==> src/rtl/display_pkg.sv <==
// Shared types and constants for the decimal display path.
package display_pkg;
  localparam int NIBBLE = 4;

  typedef enum logic {IDLE, CONV} bcd_state_t;

  typedef logic [3:0] bcd_digit_t;
endpackage

==> src/rtl/bcd_converter_digit_adj.sv <==
// Shift-add-3 digit correction: a digit of 5 or more gets 3 added so the following left shift carries into the next decade.
module bcd_digit_adj
  import display_pkg::*;
(
  input  bcd_digit_t digit_i,
  output bcd_digit_t digit_o
);
  assign digit_o = (digit_i >= 4'd5) ? digit_i + 4'd3 : digit_i;
endmodule

==> src/rtl/bcd_converter.sv <==
// Iterative binary-to-BCD converter, one bit per clock, WIDTH cycles per result.
// Optional macro BCD_SATURATE_EN: on overflow bcd_o shows all nines instead of the low digits.
module bcd_converter
  import display_pkg::*;
#(
  parameter int WIDTH  = 16,
  parameter int DIGITS = 4
) (
  input  logic                     clk_i,
  input  logic                     rst_i,
  input  logic                     start_i,
  input  logic [WIDTH-1:0]         bin_i,
  output logic                     busy_o,
  output logic                     valid_o,
  output logic [DIGITS*NIBBLE-1:0] bcd_o,
  output logic                     ovf_o
);
  localparam int FULL = (WIDTH + 2) / 3;
  localparam int EXT  = (FULL > DIGITS) ? FULL : DIGITS;
  localparam int CW   = $clog2(WIDTH + 1);

  bcd_state_t                state_q;
  logic [FULL*NIBBLE-1:0]    scr_q;
  logic [FULL*NIBBLE-1:0]    scr_adj;
  logic [FULL*NIBBLE-1:0]    scr_d;
  logic [WIDTH-1:0]          shift_q;
  logic [WIDTH-1:0]          shift_d;
  logic [CW-1:0]             cnt_q;
  logic                      last;
  logic                      valid_q;
  logic                      ovf_q;
  logic                      ovf_d;
  logic [DIGITS*NIBBLE-1:0]  bcd_q;
  logic [DIGITS*NIBBLE-1:0]  bcd_d;
  logic [EXT*NIBBLE-1:0]     scr_ext;

  for (genvar i = 0; i < FULL; i++) begin : g_adj
    bcd_digit_adj u_adj (
      .digit_i(scr_q[i*NIBBLE +: NIBBLE]),
      .digit_o(scr_adj[i*NIBBLE +: NIBBLE])
    );
  end

  // Zero-extending to EXT digits makes the overflow test vanish when DIGITS covers every scratch digit.
  always_comb begin
    scr_d   = {scr_adj[FULL*NIBBLE-2:0], shift_q[WIDTH-1]};
    shift_d = shift_q << 1;
    scr_ext = (EXT*NIBBLE)'(scr_d);
    ovf_d   = |(scr_ext >> (DIGITS*NIBBLE));
    bcd_d   = scr_ext[DIGITS*NIBBLE-1:0];
`ifdef BCD_SATURATE_EN
    if (ovf_d) begin
      bcd_d = {DIGITS{4'd9}};
    end
`endif
    last    = (cnt_q == CW'(WIDTH - 1));
  end

  always_ff @(posedge clk_i or posedge rst_i) begin
    if (rst_i) begin
      state_q <= IDLE;
      scr_q   <= '0;
      shift_q <= '0;
      cnt_q   <= '0;
      valid_q <= 1'b0;
      bcd_q   <= '0;
      ovf_q   <= 1'b0;
    end else begin
      valid_q <= 1'b0;
      case (state_q)
        IDLE: begin
          if (start_i) begin
            shift_q <= bin_i;
            scr_q   <= '0;
            cnt_q   <= '0;
            state_q <= CONV;
          end
        end
        CONV: begin
          scr_q   <= scr_d;
          shift_q <= shift_d;
          cnt_q   <= cnt_q + CW'(1);
          if (last) begin
            state_q <= IDLE;
            valid_q <= 1'b1;
            bcd_q   <= bcd_d;
            ovf_q   <= ovf_d;
          end
        end
      endcase
    end
  end

  assign busy_o  = (state_q == CONV);
  assign valid_o = valid_q;
  assign bcd_o   = bcd_q;
  assign ovf_o   = ovf_q;
endmodule

==> config.mk <==
export PLATFORM = sky130hd
export DESIGN_NAME = bcd_converter
export DESIGN_NICKNAME = d
export VERILOG_FILES = /design/src/rtl/display_pkg.sv /design/src/rtl/bcd_converter_digit_adj.sv /design/src/rtl/bcd_converter.sv
export SDC_FILE = /design/constraint.sdc
export NUM_CORES = 1
export LEC_CHECK = 0
export CORE_MARGIN = 4
export CORE_UTILIZATION = 30
export CTS_BUF_LIST = sky130_fd_sc_hd__clkbuf_4 sky130_fd_sc_hd__clkbuf_8 sky130_fd_sc_hd__clkbuf_16
export CTS_CLUSTER_DIAMETER = 150
export DETAILED_ROUTE_END_ITERATION = 10
export DONT_BUFFER_PORTS = 1
export SLEW_MARGIN = 0
export SYNTH_ARGS = -nofsm -noshare
export SYNTH_HDL_FRONTEND = slang
export SYNTH_HIERARCHICAL = 1
export SYNTH_SLANG_ARGS = --single-unit
==> constraint.sdc <==
create_clock -name clk_i -period 4 [get_ports clk_i]
set_input_delay 1 -clock clk_i [delete_from_list [all_inputs] [get_ports clk_i]]
set_output_delay 1 -clock clk_i [all_outputs]
set_load 0.05 [all_outputs]
==> impl_metrics.toml, run 1 <==
[status]
status = "complete, no violations"

[worst_hold_path]
hold_end = "shift_q[11]"
hold_depth = 2
min_from = "shift_q[10]"
hold_class = "reg2reg"

[placement]
place_hpwl_microns = 3980
numPortBuffers = 0
routabilityCongestion = 0.756
dpl.cell_count = 420

[pwr]
ir_drop_mv = 0.300
power_density_nw_per_um2 = 889
leakage_nw = 1.70
total_power_mw = 3.13

[global_routing]
grt.overflow.total = 0
grt_pass1_vias = 2082
grt_max_degree = 54
grtUsageTotal_pct = 10.2
grt_pass1_wl_microns = 10200
antenna_found_initial = 0

[critical_path]
cp-end-kind = "output port"
r2r_end = "bcd_o[14]"
critPathLaunchType = "flop"
r2r_slack_ns = 1.92
path_class = "reg2out"
cp_data_arrival_time_ns = 1.15
reg2regPathDepth = 3
r2r_start = "busy_o"
worst-path-max-fanout = 28
cp.required_ns = 3.00

[routing]
drt_first_iter_violations = 97
vias = 2034
ant_nets = 0
drcViolationCount = 0
dr.pass1.iters = 4
vias_per_cell = 4.67
wire_per_inst_microns = 13.5
drt-total-wl_microns = 5870

[finish]
nets = 328
n_antenna_cell = 0
fin_cells = 436
drive_gt1_share_pct = 15.0
area_growth_pct = 9.78

[clock_network]
ctsResizeCount = 0
cts_buffers = 9
path_clk_slew_ns = 0.07
cts_sinks = 64
clk-insertion-delay-late_ns = 0.34
cts_tree = "built"
cts_root_buf = "clkbuf_8"
post_cts_buffers = 0
cts-htree-levels = 3
clockBufferDepth = 2
cts_hold_buf = 0

[die]
initial_utilization_pct = 31.0
dieHeight_microns = 111
io_pins = 38
row_count = 37
die_w_microns = 111
core_region_area_sq_um = 10400
dieArea_sq_um = 12400

[sta]
fin_skew_ns = 0.00787
drv_slew = 0
rsz0062_at_grt = "false"
finalSetupTns_ns = 0
period_needed_ns = 2.15
slew_headroom_pct = 26.5
worst_slew_pin_slew_ns = 1.10
finalCritPeriodShare_pct = 53.8
finalHoldViolCount = 0
timing.fmax_ghz = 0.465
finalSetupViolCount = 0

[flow_run]
max_cap_violations = 0

[synthesis]
syn_inst = 295
syn-cell-area_sq_um = 3210
synth.avg_cell_area_sq_um = 10.9
synth_nets = 328
yosys_warnings = 6
## worst max path at each step
stage / from / to / slack (ns) / cells past startpoint
6_report: busy_o / busy_o / 1.85 / 0
5_1_grt: busy_o / bcd_o[9] / 1.76 / 3
4_1_cts: busy_o / busy_o / 1.81 / 0
3_5_place_dp: busy_o / bcd_o[14] / 1.89 / 3
3_3_place_gp: busy_o / bcd_o[13] / 1.93 / 3
2_1_floorplan: rst_i / bcd_o[0] / 1.40 / 1
## where the power goes
group	internal (mW)	leakage (nW)	switching, mW
combinational	0.586	0.769	0.540
clock	0.334	0.110	0.241
sequential	0.918	0.816	0.513
## placed cells by master, fill, tap and decap left out, types with 7 or more instances in the layout
master    count
a22o_1       19
xnor2_1       7
nand2_1      45
dfrtp_1      63
mux2i_1      23
o21ai_0      27
clkbuf_8     11
mux2_4        9
nor2_1        8
nand2b_1     18
inv_1        15
ha_1         14
mux2_2        8
## area by class of cell
cell class	count	area [sq um]
flip-flops and latches	64	1600
clock buffers	13	166
fillers	1064	6850
inverters	16	60.1
multi-input cells	201	1460
repair buffers	3	22.5
well taps	136	170
clock inverters	3	40.0
## per-layer routing
| metal | vias up | global-route usage, % | routed length, microns | part of all wire (%) |
|---|---|---|---|---|
| li1 | 1007 | - | - | - |
| met1 | 973 | 12.6 | 2730 | 46 |
| met2 | 50 | 14.9 | 2580 | 44 |
| met3 | 4 | 5.43 | 544 | 9.3 |
| met4 | 0 | 4.14 | 24 | 0.41 |
| met5 | - | 0 | 0 | 0 |
## metrics by stage
| step | setup WS (ns) | area, sq um | hold slack, ns | util [%] |
|---|---|---|---|---|
| after floorplan | 1.40 | 3210 | 0.449 | - |
| after global placement | 1.93 | 3320 | 0.466 | 32.0 |
| after detailed placement | 1.89 | 3320 | 0.477 | 32.0 |
| after CTS | 1.81 | 3520 | 0.493 | 34.0 |
| after global routing | 1.76 | 3520 | 0.519 | 34.0 |
| final | 1.85 | 3520 | 0.488 | 34.0 |
## registers in the layout (all words and copies together) (netlist names)
| register | flops |
|---|---|
| shift_q | 16 |
| cnt_q | 5 |
| bcd_o | 16 |
| busy_o | 1 |
| ovf_o | 1 |
| scr_q | 24 |
| valid_o | 1 |
Note: power is estimated with default switching activity, not from simulation.
==> run 2, diff against run 1 <==
- clock period: 4 -> 1.8 ns (I/O delays scaled with it)
==> impl_metrics.toml, run 2 (same netlist as run 1, synthesis figures left out) <==
[status]
status = "complete, no violations"

[critical_path]
cp-end-kind = "flop"
crit_family = "adder cells"
worst-path-max-fanout = 7
worstPathCellList = "ha_1, and3_1, ha_1, nand2_4, buf_12, mux2_2"
path_class = "reg2reg"
reg2regPathDepth = 6
critPathLaunchType = "flop"
r2r_start = "cnt_q[0]"
crit_buf_inv = 1
cp_common_cell = "ha_1"
cpPeakStageDelay_ns = 0.40
cp.depth = 6
crit_path_top_delay_cell = "dfrtp_1"
cp_data_arrival_time_ns = 1.92
cp.required_ns = 2.01
startpoint = "cnt_q[0]"

[sta]
period_needed_ns = 1.71
drv_slew = 0
finalSetupViolCount = 0
worst_slew_pin_slew_ns = 0.559
finalHoldViolCount = 0
finalCritPeriodShare_pct = 94.9
slew_headroom_pct = 62.7
rsz0062_at_grt = "false"
timing.fmax_ghz = 0.585
fin_skew_ns = 0.0129
finalSetupTns_ns = 0

[die]
io_pins = 38
initial_utilization_pct = 31.0
row_count = 37
core_region_area_sq_um = 10400
dieArea_sq_um = 12400
dieHeight_microns = 111
die_w_microns = 111

[routing]
wire_per_inst_microns = 13.8
ant_nets = 0
drt_first_iter_violations = 95
vias_per_cell = 4.74
drcViolationCount = 0
vias = 2079
drt-total-wl_microns = 6080
dr.pass1.iters = 6

[worst_hold_path]
hold_class = "in2async"

[global_routing]
grt_max_degree = 42
antenna_found_initial = 0
grtUsageTotal_pct = 10.4
grt_pass1_vias = 2118
grt_pass1_wl_microns = 10500
grt.overflow.total = 0

[finish]
nets = 333
area.sequential_sq_um = 1600
area_growth_pct = 12.6
multi_input_area_sq_um = 1460
drive_gt1_share_pct = 15.8
layout_common_cells = "dfrtp_1, nand2_1, o21ai_0"
fill_cells = 1043
layout_commonest_cell = "dfrtp_1"
regMostFlops = "scr_q"
largest_register_ff_count = 24
final_core_util_pct = 34.9
n_antenna_cell = 0

[clock_network]
cts_sinks = 64
cts_tree = "built"
clk-insertion-delay-late_ns = 0.34
post_cts_buffers = 0
path_clk_slew_ns = 0.07
cts_root_buf = "clkbuf_8"
cts_buffers = 9
clockBufferDepth = 2
cts-htree-levels = 3
cts_hold_buf = 0

[pwr]
power_density_nw_per_um2 = 1930
leakage_nw = 1.73
total_power_mw = 6.99
ir_drop_mv = 0.632

[placement]
routabilityCongestion = 0.795
numPortBuffers = 0
place_hpwl_microns = 4240

[flow_run]
max_cap_violations = 0
[run 2: cell count changes in the layout (fill, tap and decap cells not counted)]
| cell | delta |
|---|---|
| clkinv_2 | -1 |
| buf_12 | +5 |
| clkbuf_4 | -2 |
| inv_2 | -1 |
| clkinvlp_4 | +2 |
[run 2: per-stage QoR]
step / cell area [sq um] / cells / setup WS (ns) / hold slack, ns
after CTS: 3620 / 439 / 0.0828 / 0.0294
after global routing: 3620 / 439 / 0.00876 / 0.0489
after floorplan: 3210 / 295 / 0.101 / 0.449
after detailed placement: 3420 / 425 / 0.0876 / 0.402
after global placement: 3420 / 425 / 0.109 / 0.389
final: 3620 / 439 / 0.0919 / 0.0344
[run 2: worst register-to-register path: stages, from the launching register on]
cell     delay (ns)
dfrtp_1        0.40
ha_1           0.23
and3_1         0.19
ha_1           0.23
nand2_4        0.11
buf_12         0.12
mux2_2         0.32
[run 2: layer usage]
metal | up-vias | share of wire [%] | global-route usage [%]
li1 | 1017 | - | -
met1 | 1005 | 46 | 13.0
met2 | 50 | 46 | 15.8
met3 | 7 | 7.1 | 4.95
met4 | 0 | 0.84 | 3.57
met5 | - | 0 | 0
[run 2: path summary, 6_finish.rpt]
path	slack, ns	to
worst min-delay path	0.03	scr_q[3]
worst min register to register	0.49	shift_q[8]
max in group asynchronous	1.28	bcd_o[4]
min in group clk_i	0.20	cnt_q[4]
worst max register to register	0.09	bcd_o[4]
worst max-delay path	0.09	bcd_o[4]
[run 2: cell type report]
| class | count | area share [%] |
|---|---|---|
| clock buffer | 11 | 4.19 |
| clock inverter | 3 | 1.18 |
| inverter | 16 | 1.76 |
| multi-input combinational | 201 | 40.4 |
| sequential | 64 | 44.3 |
| tap | 136 | 4.71 |
| timing repair buffer | 8 | 3.39 |
[run 2: report_power, final]
| part | total (mW) | switching, mW | internal [mW] |
|---|---|---|---|
| clock | 1.25 | 0.552 | 0.698 |
| combinational | 2.59 | 1.23 | 1.35 |
| sequential | 3.16 | 1.12 | 2.04 |
| total | 6.99 | 2.90 | 4.09 |
[run 2: timing repair]
item / in CTS / in global routing
hold endpoints to repair: 0 / 0
endpoints found under the setup margin: 0 / 1
gates resized for setup: 0 / 0
